--- src/rtl/music_setting_arbiter_pkg.sv ---
// music_ctrl_pkg: command/state encodings and default setting limits shared with the tone generator.
package music_ctrl_pkg;
  typedef enum logic [1:0] {
    CMD_VOL_DN = 2'b00,
    CMD_VOL_UP = 2'b01,
    CMD_OCT_UP = 2'b10,
    CMD_OCT_DN = 2'b11
  } cmd_e;
  typedef enum logic [1:0] {S_IDLE, S_APPLY, S_HOLDOFF} state_e;
  localparam int DEF_N_REQ       = 3;
  localparam int DEF_VOL_MIN     = 1;
  localparam int DEF_VOL_MAX     = 5;
  localparam int DEF_VOL_RST     = 3;
  localparam int DEF_OCT_MIN     = 1;
  localparam int DEF_OCT_MAX     = 3;
  localparam int DEF_OCT_RST     = 2;
  localparam int DEF_HOLDOFF_CYC = 4;
endpackage

--- src/rtl/music_setting_arbiter_if.sv ---
// music_setting_if: requester command bus plus the published volume/octave settings.
interface music_setting_if #(parameter int N_REQ = 3);
  logic [N_REQ-1:0]   req;
  logic [2*N_REQ-1:0] cmd;
  logic [N_REQ-1:0]   ack;
  logic [2:0]         volume;
  logic [2:0]         octave;
  logic               changed;
  logic               sat;
  logic               busy;
  modport master(output req, cmd, input ack, volume, octave, changed, sat, busy);
  modport slave(input req, cmd, output ack, volume, octave, changed, sat, busy);
endinterface

--- src/rtl/music_setting_arbiter_rr_arbiter.sv ---
// rr_arbiter: combinational round-robin pick of the first request at or after ptr_i, wrapping.
module rr_arbiter #(
  parameter int N_REQ = 3,
  parameter int PW    = $clog2(N_REQ)
) (
  input  logic [N_REQ-1:0] req_i,
  input  logic [PW-1:0]    ptr_i,
  output logic [N_REQ-1:0] grant_o,
  output logic [PW-1:0]    idx_o,
  output logic             valid_o
);
  // Scan farthest offset first so the nearest request to ptr_i wins.
  always_comb begin
    idx_o = '0;
    valid_o = |req_i;
    for (int k = N_REQ - 1; k >= 0; k--)
      if (req_i[(int'(ptr_i) + k) % N_REQ]) idx_o = PW'((int'(ptr_i) + k) % N_REQ);
    grant_o = '0;
    grant_o[idx_o] = valid_o;
  end
endmodule

--- src/rtl/music_setting_arbiter.sv ---
// music_setting_arbiter: round-robin served volume/octave step commands with clamp and hold-off.
// Define SETTING_WRAP_EN to wrap at the limits instead of clamping.
module music_setting_arbiter
  import music_ctrl_pkg::*;
#(
  parameter int N_REQ       = DEF_N_REQ,
  parameter int VOL_MIN     = DEF_VOL_MIN,
  parameter int VOL_MAX     = DEF_VOL_MAX,
  parameter int VOL_RST     = DEF_VOL_RST,
  parameter int OCT_MIN     = DEF_OCT_MIN,
  parameter int OCT_MAX     = DEF_OCT_MAX,
  parameter int OCT_RST     = DEF_OCT_RST,
  parameter int HOLDOFF_CYC = DEF_HOLDOFF_CYC
) (
  input logic             clk,
  input logic             rst_n,
  music_setting_if.slave  bus
);
  localparam int PW = $clog2(N_REQ);
  state_e           state_q;
  cmd_e             cmd_q, cmd_sel;
  logic [PW-1:0]    ptr_q, gidx;
  logic [N_REQ-1:0] grant, ack_q;
  logic             gvalid, changed_q, sat_q, busy_q;
  logic [2:0]       vol_q, oct_q, cur, lo, hi, nx_d;
  logic [7:0]       cnt_q;
  logic             is_vol, up, at_lim, clamp;

  rr_arbiter #(.N_REQ(N_REQ), .PW(PW)) u_rr (
    .req_i(bus.req), .ptr_i(ptr_q), .grant_o(grant), .idx_o(gidx), .valid_o(gvalid)
  );

  // The same step logic yields changed/sat at grant and the register update in APPLY.
  always_comb begin
    cmd_sel = (state_q == S_IDLE) ? cmd_e'(bus.cmd[2*gidx +: 2]) : cmd_q;
    is_vol = (cmd_sel == CMD_VOL_DN) || (cmd_sel == CMD_VOL_UP);
    up = (cmd_sel == CMD_VOL_UP) || (cmd_sel == CMD_OCT_UP);
    cur = is_vol ? vol_q : oct_q;
    lo = is_vol ? 3'(VOL_MIN) : 3'(OCT_MIN);
    hi = is_vol ? 3'(VOL_MAX) : 3'(OCT_MAX);
    at_lim = up ? (cur == hi) : (cur == lo);
`ifdef SETTING_WRAP_EN
    nx_d = at_lim ? (up ? lo : hi) : (up ? cur + 3'd1 : cur - 3'd1);
    clamp = 1'b0;
`else
    nx_d = at_lim ? cur : (up ? cur + 3'd1 : cur - 3'd1);
    clamp = at_lim;
`endif
  end

  always_ff @(posedge clk or negedge rst_n) begin
    if (!rst_n) begin
      state_q <= S_IDLE;
      cmd_q <= CMD_VOL_DN;
      ptr_q <= '0;
      ack_q <= '0;
      changed_q <= 1'b0;
      sat_q <= 1'b0;
      busy_q <= 1'b0;
      vol_q <= 3'(VOL_RST);
      oct_q <= 3'(OCT_RST);
      cnt_q <= '0;
    end else begin
      ack_q <= '0;
      changed_q <= 1'b0;
      sat_q <= 1'b0;
      case (state_q)
        S_IDLE: if (gvalid) begin
          state_q <= S_APPLY;
          ack_q <= grant;
          cmd_q <= cmd_sel;
          ptr_q <= (gidx == PW'(N_REQ - 1)) ? '0 : PW'(gidx + 1'b1);
          changed_q <= !clamp;
          sat_q <= clamp;
          busy_q <= 1'b1;
        end
        S_APPLY: begin
          if (is_vol) vol_q <= nx_d;
          else oct_q <= nx_d;
          if (HOLDOFF_CYC > 0) begin
            state_q <= S_HOLDOFF;
            cnt_q <= 8'(HOLDOFF_CYC - 1);
          end else begin
            state_q <= S_IDLE;
            busy_q <= 1'b0;
          end
        end
        S_HOLDOFF: if (cnt_q == '0) begin
          state_q <= S_IDLE;
          busy_q <= 1'b0;
        end else cnt_q <= cnt_q - 8'd1;
        default: state_q <= S_IDLE;
      endcase
    end
  end

  assign bus.ack = ack_q;
  assign bus.volume = vol_q;
  assign bus.octave = oct_q;
  assign bus.changed = changed_q;
  assign bus.sat = sat_q;
  assign bus.busy = busy_q;
endmodule

--- src/flat_wrapper.sv ---
// flat-port wrapper written by rule: the top's interface ports become plain ports
module music_setting_arbiter_flat import music_ctrl_pkg::*;
#(
  parameter int N_REQ       = DEF_N_REQ,
  parameter int VOL_MIN     = DEF_VOL_MIN,
  parameter int VOL_MAX     = DEF_VOL_MAX,
  parameter int VOL_RST     = DEF_VOL_RST,
  parameter int OCT_MIN     = DEF_OCT_MIN,
  parameter int OCT_MAX     = DEF_OCT_MAX,
  parameter int OCT_RST     = DEF_OCT_RST,
  parameter int HOLDOFF_CYC = DEF_HOLDOFF_CYC
)
  (clk, rst_n, bus_req, bus_cmd, bus_ack, bus_volume, bus_octave, bus_changed, bus_sat, bus_busy);
  music_setting_if #(.N_REQ(N_REQ)) bus_i ();
  input logic clk;
  input logic rst_n;
  input wire logic [$bits(bus_i.req)-1:0] bus_req;
  input wire logic [$bits(bus_i.cmd)-1:0] bus_cmd;
  output wire logic [$bits(bus_i.ack)-1:0] bus_ack;
  output wire logic [$bits(bus_i.volume)-1:0] bus_volume;
  output wire logic [$bits(bus_i.octave)-1:0] bus_octave;
  output wire logic [$bits(bus_i.changed)-1:0] bus_changed;
  output wire logic [$bits(bus_i.sat)-1:0] bus_sat;
  output wire logic [$bits(bus_i.busy)-1:0] bus_busy;
  assign bus_i.req = bus_req;
  assign bus_i.cmd = bus_cmd;
  assign bus_ack = bus_i.ack;
  assign bus_volume = bus_i.volume;
  assign bus_octave = bus_i.octave;
  assign bus_changed = bus_i.changed;
  assign bus_sat = bus_i.sat;
  assign bus_busy = bus_i.busy;
  music_setting_arbiter #(.N_REQ(N_REQ), .VOL_MIN(VOL_MIN), .VOL_MAX(VOL_MAX), .VOL_RST(VOL_RST), .OCT_MIN(OCT_MIN), .OCT_MAX(OCT_MAX), .OCT_RST(OCT_RST), .HOLDOFF_CYC(HOLDOFF_CYC)) u_core (.clk(clk), .rst_n(rst_n), .bus(bus_i));
endmodule
--- config.mk ---
export PLATFORM = sky130hd
export DESIGN_NAME = music_setting_arbiter_flat
export DESIGN_NICKNAME = d
export VERILOG_FILES = /design/src/rtl/music_setting_arbiter_pkg.sv /design/src/rtl/music_setting_arbiter_if.sv /design/src/rtl/music_setting_arbiter_rr_arbiter.sv /design/src/rtl/music_setting_arbiter.sv /design/src/flat_wrapper.sv
export SDC_FILE = /design/constraint.sdc
export NUM_CORES = 1
export LEC_CHECK = 0
export CORE_MARGIN = 5
export CORE_UTILIZATION = 58
export DETAILED_ROUTE_END_ITERATION = 10
export HOLD_SLACK_MARGIN = 0.05
export PLACE_DENSITY_LB_ADDON = 0.2
export SETUP_SLACK_MARGIN = 0.1
export SLEW_MARGIN = 20
export SYNTH_ARGS = -nofsm -noshare
export SYNTH_HDL_FRONTEND = slang
export SYNTH_SLANG_ARGS = --single-unit
--- constraint.sdc ---
create_clock -name clk -period 7.41 [get_ports clk]
set_clock_uncertainty 0.15 [all_clocks]
set_input_delay 1.482 -clock clk [delete_from_list [all_inputs] [get_ports clk]]
set_output_delay 1.482 -clock clk [all_outputs]
set_load 0.02 [all_outputs]
; Word-level counts from Yosys, hierarchy flattened
; Cells that the tools add are included.
[word_totals]
ff_bits = 26
input_bits = 11
[classes]
add_sub_neg = 6
n_div = 3
n_lt_le_gt_ge = 5
eq_ne = 10
shift = 1
mux = 35
bitwise = 2
reduce_logical = 16
[ops]
columns = operator, count
row1 = "32-bit by 4-bit < comparator with 1-bit output, second input constant", 3
row2 = "32-bit by 3-bit remainder unit with 32-bit output, second input constant", 2
row3 = "3-bit by 3-bit remainder unit with 32-bit output, second input constant", 1
row4 = 3-bit 2-to-1 mux, 6
row5 = 8-bit case mux with 2 select lines, 1
row6 = 1-bit 2-to-1 mux, 14
row7 = 2-bit 2-to-1 mux, 7
row8 = 2-bit AND reduction, 5
row9 = 8-bit logical NOT, 1
row10 = 8-bit 2-to-1 mux, 1
row11 = "8-bit by 1-bit subtractor with 8-bit output, second input constant", 1
row12 = 1-bit binary-select mux with 2-bit select, 3
row13 = "2-bit equality test, second input constant", 3
row14 = 2-bit case mux with 3 select lines, 1
row15 = 6-bit by 4-bit variable part select with 2-bit output, 1
row16 = "2-bit by 1-bit equality test with 1-bit output, second input constant", 2
row17 = 2-bit logical NOT, 2
row18 = "2-bit by 1-bit != test with 1-bit output, second input constant", 2
row19 = 2-bit nonzero test, 2
row20 = "2-bit by 1-bit adder with 3-bit output, second input constant", 1
row21 = "2-bit by 2-bit adder with 3-bit output, second input constant", 1
row22 = "3-bit by 1-bit adder with 3-bit output, second input constant", 1
row23 = 3-bit bitwise AND, 1
row24 = "3-bit by 1-bit equality test with 1-bit output, second input constant", 1
row25 = 14 further kinds, 15

; Longest topological paths before layout
; Gate-level depths: netlist of run 1.
[depth]
depth_word = 18
mapped_depth = 16

; Modules after synthesis
; From an unflattened synthesis of run 1, not the netlist that was laid out.
[hier_totals]
cells_unflattened = 163
hier_area_um2 = 1594.0
[by_module_without_submodules]
columns = module, instances, cells_per_inst, area_each_um2, seq_area_each_um2
row1 = music_setting_arbiter, 1, 136, 1405.1, 654.4
row2 = rr_arbiter, 1, 27, 188.9, 0.0

; Worst setup path after synthesis of run 1
; OpenSTA, ideal clock, no wires.
[synth_timing]
path_type = input port to flip-flop
startpoint = in bus_req[1]
endpoint = reg u_core.vol_q[1] (netlist: u_core.bus.volume[1])
t_arrival_ps = 4381
required_time_ps = 7175
setup_slack_ps = 2794
stages = 13
cell_sequence = a22oi_1 -> o22ai_2 -> o31ai_2 -> nor2_1 -> o31a_1 -> ha_1 -> nor2_4 -> mux2_2 -> ha_1 -> nor2b_1 -> a22o_1 -> nor3_2 -> mux2_1
[synth_between]
elab_chain_len = 14
word_cells_on_any_way = 29
cone_classes = add/sub: 2 / eq/ne: 4 / shift: 1 / mux: 18 / reduce/logical: 4
[synth_lines]
columns = element, line
row1 = from (decl), flat_wrapper.sv:17  ; input wire logic [$bits(bus_i.req)-1:0] bus_req;
row2 = 1-bit binary-select mux with 2-bit select, music_setting_arbiter_rr_arbiter.sv:17  ; if (req_i[(int'(ptr_i) + k) % N_REQ]) idx_o = PW'((int'(ptr_i) + k) % N_REQ);
row3 = 1-bit 2-to-1 mux (not written as such) (2 in series), music_setting_arbiter_rr_arbiter.sv:17
row4 = 2-bit 2-to-1 mux (2 in series), music_setting_arbiter_rr_arbiter.sv:17
row5 = 2-bit 2-to-1 mux *, music_setting_arbiter_rr_arbiter.sv:17
row6 = 6-bit by 4-bit variable part select with 2-bit output *, music_setting_arbiter.sv:35  ; cmd_sel = (state_q == S_IDLE) ? cmd_e'(bus.cmd[2*gidx +: 2]) : cmd_q;
row7 = 2-bit 2-to-1 mux *, music_setting_arbiter.sv:35
row8 = net u_core.cmd_sel[0], music_setting_arbiter.sv:21  ; cmd_e cmd_q, cmd_sel;
row9 = 2-bit by 1-bit equality test with 1-bit output or 2-bit logical NOT (tied branches), "music_setting_arbiter.sv:36, music_setting_arbiter.sv:37"
row10 = 1-bit logical OR, music_setting_arbiter.sv:36  ; is_vol = (cmd_sel == CMD_VOL_DN) || (cmd_sel == CMD_VOL_UP);
row11 = "3-bit 2-to-1 mux, on equally long branches", "music_setting_arbiter.sv:38, music_setting_arbiter.sv:40"
row12 = 3-bit by 1-bit subtractor with 3-bit output (tied with other cells), music_setting_arbiter.sv:46  ; nx_d = at_lim ? cur : (up ? cur + 3'd1 : cur - 3'd1);
row13 = 3-bit 2-to-1 mux or 1-bit 2-to-1 mux (tied branches), "music_setting_arbiter.sv:46, music_setting_arbiter.sv:41"
row14 = 3-bit 2-to-1 mux, music_setting_arbiter.sv:46
row15 = to (signal assigned), music_setting_arbiter.sv:60  ; vol_q <= 3'(VOL_RST);
row16 = to (signal assigned), music_setting_arbiter.sv:78  ; if (is_vol) vol_q <= nx_d;
row17 = to (decl), music_setting_arbiter.sv:25  ; logic [2:0] vol_q, oct_q, cur, lo, hi, nx_d;
; The timed path passes the listed nets; every way through them passes the cells marked *. The select of a mux whose other input is x is not followed.
; A chain may end at the register's enable or synchronous reset.

; Worst setup path in the final report of run 1
; Ends and elaborated chain as after synthesis.

==> results of run 1 <==
[metrics by stage]
stage / std cells / util
after global placement: 215 / 0.695
final: 219 / 0.704
after floorplan: 162 / -
after CTS: 219 / 0.704
after global routing: 219 / 0.704
after detailed placement: 215 / 0.695
[cells by family (layout without fill, tap and decap cells)]
logic type,count (synthesis),after routing,share of synthesized area
XOR/XNOR,3,3,0.0160
adder cells (fa/ha/maj),10,10,0.0763
AND/OR/NAND/NOR,60,60,0.202
buffers and inverters,14,40,0.0343
AO/OA/AOI/OAI,35,35,0.179
flip-flops,26,26,0.399
multiplexers,14,14,0.0938
[sequential cells by signal (all words and copies together) (netlist names)]
register            count
u_core.cnt_q            8
u_core.bus.changed      1
u_core.bus.sat          1
u_core.bus.busy         1
u_core.bus.ack          3
u_core.bus.volume       3
u_core.bus.octave       3
u_core.cmd_q            2
u_core.ptr_q            2
u_core.state_q          2
[routing by layer]
layer	part of all wire	GRT usage	up-vias	wire, um
met5	0	0	-	0
met4	0.0029	0.0208	0	9
met3	0.049	0.0391	2	154
met2	0.48	0.283	22	1490
met1	0.47	0.224	600	1460
li1	-	-	634	-
[where the power goes]
| group | leakage, nW | internal [W] | switching (W) | total, W |
|---|---|---|---|---|
| clock network | 0.0150 | 0.0000210 | 0.0000396 | 0.0000606 |
| registers | 0.318 | 0.000209 | 0.0000547 | 0.000264 |
| logic | 0.511 | 0.000278 | 0.000338 | 0.000616 |
[layout make-up]
type / instances / area (um^2) / area share
multi-input combinational: 122 / 930 / 0.483
clock buffer: 4 / 26.3 / 0.0136
sequential: 26 / 654 / 0.340
inverter: 13 / 48.8 / 0.0253
tap: 31 / 38.8 / 0.0201
timing repair buffer: 23 / 228 / 0.118
[final timing paths]
kind / slack [ns] / startpoint / to
max: 2.27 / bus_req[1] / u_core.bus.volume[1]$_DFFE_PN1P_
min: 0.34 / u_core.cnt_q[7]$_DFFE_PN0P_ / u_core.cnt_q[7]$_DFFE_PN0P_
max reg2reg: 3.14 / u_core.ptr_q[1]$_DFFE_PN0P_ / u_core.bus.volume[1]$_DFFE_PN1P_
min reg2reg: 0.34 / u_core.cnt_q[7]$_DFFE_PN0P_ / u_core.cnt_q[7]$_DFFE_PN0P_
max in group asynchronous: 5.46 / rst_n / u_core.bus.volume[0]$_DFFE_PN1P_
min in group asynchronous: 1.36 / rst_n / u_core.bus.octave[0]$_DFFE_PN0P_
[cells in the final DEF, fill, tap and decap left out, drive strengths merged, types with 3 or more instances in the layout]
master / count
a21oi: 3
and2: 3
clkbuf: 4
clkdlybuf4s50: 22
dfrtp: 23
dfstp: 3
ha: 10
inv: 12
mux2: 8
mux2i: 6
nand2: 16
nand2b: 7
nor2: 15
nor2b: 6
nor3: 3
o21ai: 5
o22ai: 3
o31a: 3
o31ai: 4
xor2: 3
==> results.rst, run 1 <==
.. list-table::
   :header-rows: 1

   * - Metric
     - Value
   * - Result of the run
     - completed
   * - Number of setup buffers added after CTS
     - 0
   * - Hold Fails Final Rpt
     - 0
   * - Number of cells on the critical path
     - 14
   * - Area of the core
     - approximately 2700 um^2
   * - Total clock sinks
     - 26
   * - Worst Path Class, Setup
     - input pin to flop
   * - Remaining global-route overflow
     - 0
   * - Count of nets after finishing
     - 210
   * - I/O Buffers
     - 22
   * - Maximum number of pins on one net before global-route repair
     - 27
   * - Clock root buffer
     - sky130_fd_sc_hd__clkbuf_4
   * - Fin worst setup slack
     - 2.27 ns
   * - Antenna violations before repair
     - 0
   * - Number of buffers inserted by hold repair at cts
     - 0
   * - Relative max-transition margin
     - 0.675
   * - Data required time at the worst endpoint
     - 7.51 ns
   * - Per-cell via count in the routed design
     - 5.74
   * - Post-synth ARST share
     - 1.00
   * - Largest cells by area after synthesis
     - sky130_fd_sc_hd__dfrtp_1, sky130_fd_sc_hd__ha_1, sky130_fd_sc_hd__dfstp_2
   * - Slew at the pin closest to its max-slew limit
     - between 0.4 and 0.5 ns
   * - Hold depth
     - 1
   * - Final cycle utilization of the critical path
     - 0.694
   * - Crit path top cell by count
     - sky130_fd_sc_hd__ha_1
   * - Die Outline Area
     - 3990 um^2
   * - CTS H-Tree Depth
     - 1
   * - Cell type contributing the most total cell area after synthesis
     - sky130_fd_sc_hd__dfrtp_1
   * - Worst hold slack
     - 0.342 ns
   * - Area of the mapped netlist
     - around 1600 um^2
   * - HPWL reported at the end of detailed placement
     - 2470 um
   * - Nature of the critical path startpoint
     - input pin
   * - Number of max-slew violations in the final report
     - 0
   * - Area after detailed placement
     - ~1900 um^2
   * - Achievable Freq
     - between 150 and 200 MHz
   * - Number of global-route vias before repair
     - about 1,300
   * - Die span in x
     - between 60 and 70 um
   * - Final-layout setup total negative slack
     - 0 ns
   * - Largest stage delay, worst path
     - between 0.5 and 0.6 ns
   * - Count of unique library cells instantiated by Yosys
     - between 50 and 60
   * - Worst supply voltage drop on vdd
     - 0.334 mV
   * - Most common library cells after synthesis
     - sky130_fd_sc_hd__dfrtp_1, sky130_fd_sc_hd__nand2_1, sky130_fd_sc_hd__nor2_1
   * - Worst-case clock buffer depth
     - 2
   * - Initial Utilization
     - 0.600
   * - Global-route total usage across every layer
     - 0.168
   * - Area share of the largest cell type after synthesis
     - 0.351
   * - Tightest Hold Check Type
     - flop to flop
   * - Area of all placed cells without fillers
     - between 1500 and 2000 um^2
   * - Worst-path cell with the longest stage delay
     - sky130_fd_sc_hd__clkdlybuf4s50_1
   * - Worst-path clk slew
     - about 0.14 ns
   * - Number of diodes
     - 0
   * - Routability Congestion
     - about 0.90
   * - Vias
     - between 1,000 and 1,500
   * - Number of buffers and inverters on the critical path
     - 1
   * - MaxCap Viol Count
     - 0
   * - CTS resizes
     - 0
   * - Antenna Violating Nets Remaining
     - 0
   * - Syn-to-layout area delta
     - 17.4%
   * - Share of the yosys chip area belonging to registers
     - 0.399
   * - Worst-path fanout max
     - 8
   * - Clock buffer count from CTS
     - 3
   * - Site Rows
     - 19
   * - Crit path max-delay family
     - compound AO/OA/AOI/OAI gates
   * - Nets in the synthesized netlist
     - around 180
   * - Average size of a mapped cell
     - approximately 10 um^2
   * - Leakage power of the design
     - 0.845 nW
   * - Post-place setup slack
     - ~1.9 ns
   * - DRC viols
     - 0
   * - Most common flop cell mapped by yosys
     - sky130_fd_sc_hd__dfrtp_1
   * - Filler Cells Inserted
     - between 200 and 250
   * - Chip Height
     - between 60 and 70 um
   * - Pwr Density
     - ~500 nW/um^2
   * - Ordered list of cells on the worst path
     - clkdlybuf4s50_1 > a22oi_1 > o22ai_2 > o31ai_2 > nor2_1 > o31a_1 > ha_1 > nor2_4 > mux2_2 > ha_1 > nor2b_1 > a22o_1 > nor3_2 > mux2_1
   * - #FFs+latches synth
     - 26
   * - Number of setup violations in the final report
     - 0
   * - Signal arrival time at the worst endpoint
     - approximately 5.2 ns
   * - Clk_lat worst skew
     - slightly above 0.3 ns
   * - Nature of the critical path endpoint
     - flop
   * - Cell with the most instances after synthesis
     - sky130_fd_sc_hd__dfrtp_1
   * - Number of cell instances on the worst register-to-register path
     - 15
   * - Number of flops mapped to enable cells by yosys
     - 0
   * - Count of yosys warnings during synthesis
     - 0
   * - Post-layout min period
     - just over 5 ns
   * - Count of TritonRoute iterations in the first routing pass
     - 4
   * - CTS tree
     - yes
   * - DRT Wirelength
     - approximately 3100 um
   * - First-pass GRT wire length
     - between 5000 and 6000 um
   * - Cells after synthesis
     - roughly 160
   * - Detailed Route Iter0 Violations
     - 71
   * - Routed WL per cell
     - 14.2 um
   * - Fraction of final layout cells sized beyond drive strength 1
     - 0.133
   * - I/O pin total
     - 23
   * - Design Power
     - around 0.00094 W
   * - Unrepaired setup endpoints after global routing
     - no
Note: power is estimated with default switching activity, not from simulation.
==> run 2: changes to the inputs <==
--- a/config.mk
+++ b/config.mk
@@ -6,7 +6,7 @@
 export NUM_CORES = 1
 export LEC_CHECK = 0
 export CORE_MARGIN = 5
-export CORE_UTILIZATION = 58
+export CORE_UTILIZATION = 49
 export DETAILED_ROUTE_END_ITERATION = 10
 export HOLD_SLACK_MARGIN = 0.05
 export PLACE_DENSITY_LB_ADDON = 0.2
==> constraint.sdc (replaced) <==
create_clock -name clk -period 4.6 [get_ports clk]
set_clock_uncertainty 0.15 [all_clocks]
set_input_delay 0.92 -clock clk [delete_from_list [all_inputs] [get_ports clk]]
set_output_delay 0.92 -clock clk [all_outputs]
set_load 0.02 [all_outputs]
==> run 2 against run 1 <==
Net effect: critical path depth up 2; sequential cell count unchanged; sequential share of layout area down 1.5 points; clock-buffer cell count unchanged; hold slack worse by 0.0098 ns; via count up 2.2%; power up 72%; sequential power up 61%; worst setup slack worse by 2.0 ns; core utilization down 9.1 points; critical endpoint is now u_core.bus.octave[2]$_DFFE_PN0P_.
==> results.rst, run 2 (synthesis results as in run 1) <==
.. list-table::
   :header-rows: 1

   * - Metric
     - Value
   * - Remaining global-route overflow
     - 0 (unchanged)
   * - Top library cells by usage in the layout, fill and taps aside
     - sky130_fd_sc_hd__dfrtp_1, sky130_fd_sc_hd__clkdlybuf4s50_1, sky130_fd_sc_hd__nand2_1 (unchanged)
   * - Clk_lat worst skew
     - 0.31 ns (about the same)
   * - Routability Congestion
     - 0.850 (was 0.897)
   * - Maximum number of pins on one net before global-route repair
     - 25 (was 27)
   * - CTS H-Tree Depth
     - 1 (unchanged)
   * - Post-layout min period
     - approximately 4.3 ns
   * - Antenna Violating Nets Remaining
     - 0 (unchanged)
   * - Fraction of final layout cells sized beyond drive strength 1
     - 0.178 (was 0.133)
   * - Tightest Hold Check Type
     - flop to flop (unchanged)
   * - Worst Hold Launch
     - u_core.cnt_q[7]$_DFFE_PN0P_ (unchanged)
   * - Worst supply voltage drop on vdd
     - 0.314 mV (was 0.334 mV)
   * - Number of setup violations in the final report
     - 0 (unchanged)
   * - Crit path from
     - bus_req[2] (was bus_req[1])
   * - Nature of the critical path endpoint
     - flop (unchanged)
   * - First-pass GRT wire length
     - 5620 um (was 5700 um)
   * - Number of diodes
     - 0 (unchanged)
   * - DRT Wirelength
     - 3340 um (was 3110 um)
   * - Worst setup endpoint
     - u_core.bus.octave[2]$_DFFE_PN0P_ (was u_core.bus.volume[1]$_DFFE_PN1P_)
   * - Flop2flop setup slack
     - 0.51 ns (was 3.14 ns)
   * - Number of cell instances on the worst register-to-register path
     - 17 (was 15)
   * - Area of the core
     - 3280 um^2 (was 2730 um^2)
   * - I/O pin total
     - 23 (unchanged)
   * - Final cycle utilization of the critical path
     - 0.942
   * - Most common library cell in the layout ignoring fill and taps
     - sky130_fd_sc_hd__dfrtp_1 (unchanged)
   * - MaxCap Viol Count
     - 0 (unchanged)
   * - Die span in x
     - 67.9 um (was 63.2 um)
   * - Die Outline Area
     - 4600 um^2 (was 3990 um^2)
   * - Initial Utilization
     - 0.499 (was 0.600)
   * - Worst-path fanout max
     - 6 (was 8)
   * - Worst-path clk slew
     - 0.14 ns (about the same)
   * - Relative max-transition margin
     - 0.662 (was 0.675)
   * - Antenna violations before repair
     - 0 (unchanged)
   * - Hold Fails Final Rpt
     - 0 (unchanged)
   * - Worst reg2reg startpoint
     - u_core.ptr_q[1]$_DFFE_PN0P_ (unchanged)
   * - Syn-to-layout area delta
     - 22.9% (was 17.4%)
   * - Result of the run
     - completed (unchanged)
   * - Slew at the pin closest to its max-slew limit
     - 0.508 ns (was 0.484 ns)
   * - Vias
     - 1,286 (was 1,258)
   * - Pwr Density
     - 800 nW/um^2 (was 488 nW/um^2)
   * - I/O Buffers
     - 22 (unchanged)
   * - Register with the most flip-flops
     - u_core.cnt_q (unchanged)
   * - Global-route total usage across every layer
     - 0.158 (was 0.168)
   * - Reg2reg end
     - u_core.bus.octave[2]$_DFFE_PN0P_ (was u_core.bus.volume[1]$_DFFE_PN1P_)
   * - Count of nets after finishing
     - 219 (was 210)
   * - Detailed Route Iter0 Violations
     - 55 (was 71)
   * - Clock buffer count from CTS
     - 3 (unchanged)
   * - Site Rows
     - 21 (was 19)
   * - Routed WL per cell
     - 13.7 um (was 14.2 um)
   * - Storage cell area
     - 654 um^2 (unchanged)
   * - Number of setup buffers added after CTS
     - 0 (unchanged)
   * - Utilization of the core after routing
     - 0.614 (was 0.704)
   * - Nature of the critical path startpoint
     - input pin (unchanged)
   * - Worst-case clock buffer depth
     - 2 (unchanged)
   * - Number of global-route vias before repair
     - 1,319 (was 1,260)
   * - Number of max-slew violations in the final report
     - 0 (unchanged)
   * - Total area of multi-input combinational cells
     - 938 um^2 (was 930 um^2)
   * - Clock root buffer
     - sky130_fd_sc_hd__clkbuf_4 (unchanged)
   * - Chip Height
     - 67.9 um (was 63.2 um)
   * - Count of TritonRoute iterations in the first routing pass
     - 4 (unchanged)
   * - Number of buffers inserted by hold repair at cts
     - 0 (unchanged)
   * - Worst hold slack
     - 0.332 ns (was 0.342 ns)
   * - Leakage power of the design
     - 0.891 nW (was 0.845 nW)
   * - CTS tree
     - yes (unchanged)
   * - HPWL reported at the end of detailed placement
     - 2700 um (was 2470 um)
   * - Worst Path Class, Setup
     - input pin to flop (unchanged)
   * - Achievable Freq
     - around 230 MHz
   * - Number of flip-flops under the largest register name
     - 8 (unchanged)
   * - Data required time at the worst endpoint
     - 4.70 ns (was 7.51 ns)
   * - Unrepaired setup endpoints after global routing
     - no (unchanged)
   * - Total clock sinks
     - 26 (unchanged)
   * - Per-cell via count in the routed design
     - 5.29 (was 5.74)
   * - Signal arrival time at the worst endpoint
     - 4.43 ns (was 5.24 ns)
   * - Filler Cells Inserted
     - 285 (was 213)
   * - DRC viols
     - 0 (unchanged)
[run 2: cell count changes in the layout (fill, tap and decap cells not counted)]
cell / previous run / this run
sky130_fd_sc_hd__clkdlybuf4s50_1: 22 / 21
sky130_fd_sc_hd__buf_2: 0 / 1
sky130_fd_sc_hd__o31ai_2: 1 / 0
sky130_fd_sc_hd__o31ai_4: 0 / 1
sky130_fd_sc_hd__buf_4: 1 / 10
[run 2: final cells by class]
cell class | count | area share
inverters | 13 | 0.0242
repair buffers | 32 | 0.144
clock buffers | 4 | 0.0130
multi-input cells | 122 | 0.466
flip-flops and latches | 26 | 0.325
well taps | 46 | 0.0286
[run 2: timing repair]
item,CTS,global route
resized for setup,0,1
hold endpoints to repair,0,0
endpoints found under the setup margin,0,6
[run 2: worst max-delay path, cell delays in order]
cell and delay, ns:
sky130_fd_sc_hd__clkdlybuf4s50_1 0.50, sky130_fd_sc_hd__mux2_4 0.31, sky130_fd_sc_hd__nor3_2 0.25, sky130_fd_sc_hd__o31ai_4 0.13
sky130_fd_sc_hd__and2_2 0.22, sky130_fd_sc_hd__o31a_1 0.30, sky130_fd_sc_hd__ha_1 0.23, sky130_fd_sc_hd__nor2_4 0.14
sky130_fd_sc_hd__buf_4 0.16, sky130_fd_sc_hd__mux2_2 0.35, sky130_fd_sc_hd__inv_1 0.06, sky130_fd_sc_hd__ha_1 0.13
sky130_fd_sc_hd__inv_1 0.04, sky130_fd_sc_hd__o22ai_1 0.21, sky130_fd_sc_hd__mux2_1 0.35, sky130_fd_sc_hd__o21ai_1 0.12
[run 2: worst min-delay path by stage]
stage / endpoint / slack (ns) / cells past startpoint
2_1_floorplan: u_core.cnt_q[7]$_DFFE_PN0P_ / 0.30 / 1
3_5_place_dp: u_core.cnt_q[7]$_DFFE_PN0P_ / 0.32 / 1
5_1_grt: u_core.cnt_q[7]$_DFFE_PN0P_ / 0.37 / 1
3_3_place_gp: u_core.bus.busy$_DFFE_PN0P_ / 0.31 / 1
6_report: u_core.cnt_q[7]$_DFFE_PN0P_ / 0.33 / 1
4_1_cts: u_core.cnt_q[7]$_DFFE_PN0P_ / 0.34 / 1
[run 2: through the flow]
stage	setup slack (ns)	TNS, ns	instances	total power (W)	cell area, um^2
floorplan	0.546	0	162	0.00118	1640
global placement	0.00466	0	239	0.00147	1990
detailed placement	-0.131	-0.559	239	0.00152	1990
CTS	0.213	0	243	0.00162	2010
global route	0.107	0	243	0.00175	2020
finish	0.267	0	243	0.00161	2020
[run 2: where the power goes]
| group | switching [W] | leakage [nW] | internal (W) |
|---|---|---|---|
| clock | 0.0000648 | 0.0150 | 0.0000338 |
| sequential | 0.0000893 | 0.318 | 0.000337 |
| combinational | 0.000571 | 0.558 | 0.000517 |
| total | 0.000725 | 0.891 | 0.000888 |
[run 2: per-layer routing]
layer | share of wire | wire length (um) | track usage | up-vias
met5 | 0 | 0 | 0 | -
met4 | 0.0051 | 17 | 0.0323 | 0
met3 | 0.029 | 96 | 0.0263 | 2
met2 | 0.51 | 1710 | 0.300 | 12
met1 | 0.45 | 1510 | 0.185 | 626
li1 | - | - | - | 646
==> variant (flow settings as in run 1) <==
`DEF_N_REQ`: 3 -> 2.
--- a/src/rtl/music_setting_arbiter_pkg.sv
+++ b/src/rtl/music_setting_arbiter_pkg.sv
@@ -7,7 +7,7 @@
     CMD_OCT_DN = 2'b11
   } cmd_e;
   typedef enum logic [1:0] {S_IDLE, S_APPLY, S_HOLDOFF} state_e;
-  localparam int DEF_N_REQ       = 3;
+  localparam int DEF_N_REQ       = 2;
   localparam int DEF_VOL_MIN     = 1;
   localparam int DEF_VOL_MAX     = 5;
   localparam int DEF_VOL_RST     = 3;
Ports: changed (resized bus_ack, bus_cmd and bus_req); port bits go from 23 to 19. The function was not compared with the original's and may differ.
==> variant against run 1 <==
- sequential power shrank 4%
- routed wire length shrank 18%
- synthesized cell count shrank 27%
- cell area shrank 21%
- critical path depth shrank 3
- sequential cell count shrank 2
- synthesized area shrank 22%
- combinational power shrank 36%
- setup slack gained 1.0 ns
- total power shrank 25%
- sequential share of layout area grew 5.8 points
- critical path type unchanged
- largest cell class unchanged
- highest routed layer unchanged
==> variant: results (changes against run 1) <==
dp_hpwl_um: 1891  # was 2471 µm
whs_ns: 0.3383  # was 0.3419 ns
ys_top_cells_by_count: "dfrtp_1, a21oi_1, nand2_1, nor2_1"  # was dfrtp_1, nand2_1, nor2_1
critPathTopFamily: "multiplexers"  # was compound AO/OA/AOI/OAI gates
rrSetupSlack_ns: 4.48  # was 3.14 ns
cp_max_fo: 7  # was 8
worstMarginPinSlew_ns: 0.5593  # was 0.4840 ns
first_iter_violations: 25  # was 71
postPlaceCellArea_um2: 1498  # was 1899 µm²
grt_pass1_vias: 1037  # was 1,260
fill_cells: 174  # was 213
netlist_instances: 118  # was 162
grt_usage_pct: 17.53  # was 16.76%
power_leakage_uw: 0.0006780  # was 0.0008447 µW
place_congestion: 0.8386  # was 0.8968
cp_slowest_stage_delay_ns: 0.58  # was 0.53 ns
min-delay-start: "u_core.cnt_q[0]"  # was u_core.cnt_q[7]
r2r_start: "u_core.state_q[1]"  # was u_core.ptr_q[1]
clkTransAtPathRegs_ns: 0.12  # was 0.14 ns
ir_drop_mv: 0.2448  # was 0.3343 mV
holdPathEnd: "u_core.cnt_q[0]"  # was u_core.cnt_q[7]
syn_nets: 131  # was 183
num_vias: 969  # was 1,258
place_inst: 163  # was 215
drive_gt1_share_pct: 13.67  # was 13.30%
synth.area.top_cells: "dfrtp_1, dfstp_2, ha_1"  # was dfrtp_1, ha_1, dfstp_2
rr_worst_depth: 10  # was 15
status: "completed"  # unchanged
cp_data_arrival_time_ns: 4.19  # was 5.24 ns
yosys.cell_types.count: 39  # was 55
dpl_worst_slack_ns: 2.998  # was 1.942 ns
## variant: cells by family after synthesis
group	Yosys count	synth area share, %
multiplexers	12	10.21
AO/OA/AOI/OAI	26	14.01
adder cells (fa/ha/maj)	5	4.864
buffers and inverters	6	1.751
flip-flops	24	46.98
XOR/XNOR	7	4.767
AND/OR/NAND/NOR	38	17.41
## variant: per-layer routing
layer / part of all wire, % / track usage [%]
met3: 7.0 / 5.882
met4: 1.4 / 7.947
met5: 0 / 0
met1: 45 / 20.55
met2: 47 / 29.04
## variant: cell type report
| cell class | instances | share of cell area [%] |
|---|---|---|
| sequential | 24 | 39.79 |
| clock buffer | 4 | 1.730 |
| inverter | 5 | 1.236 |
| tap | 28 | 2.306 |
| multi-input combinational | 88 | 43.41 |
| timing repair buffer | 18 | 11.53 |
## variant: worst max path at each step
stage	end	slack [ns]	cells past startpoint
finish	u_core.bus.volume[1]	3.32	11
global route	u_core.bus.volume[1]	3.17	11
CTS	u_core.bus.volume[1]	3.33	11
detailed placement	u_core.bus.volume[1]	3.00	11
global placement	u_core.bus.volume[1]	3.12	10
floorplan	u_core.bus.volume[1]	3.71	10
## variant: power by group
| group | internal, µW | total, µW | switching (µW) |
|---|---|---|---|
| clock | 21.0 | 57.8 | 36.8 |
| combinational | 184 | 392 | 208 |
| sequential | 195 | 254 | 58.8 |
| total | 400 | 704 | 304 |
## variant: stage by stage
step	util, %	total power, µW
floorplan	-	524.1
global placement	69.03	630.7
detailed placement	69.03	648.4
CTS	70.24	709.1
global route	70.01	762.5
finish	70.01	703.8
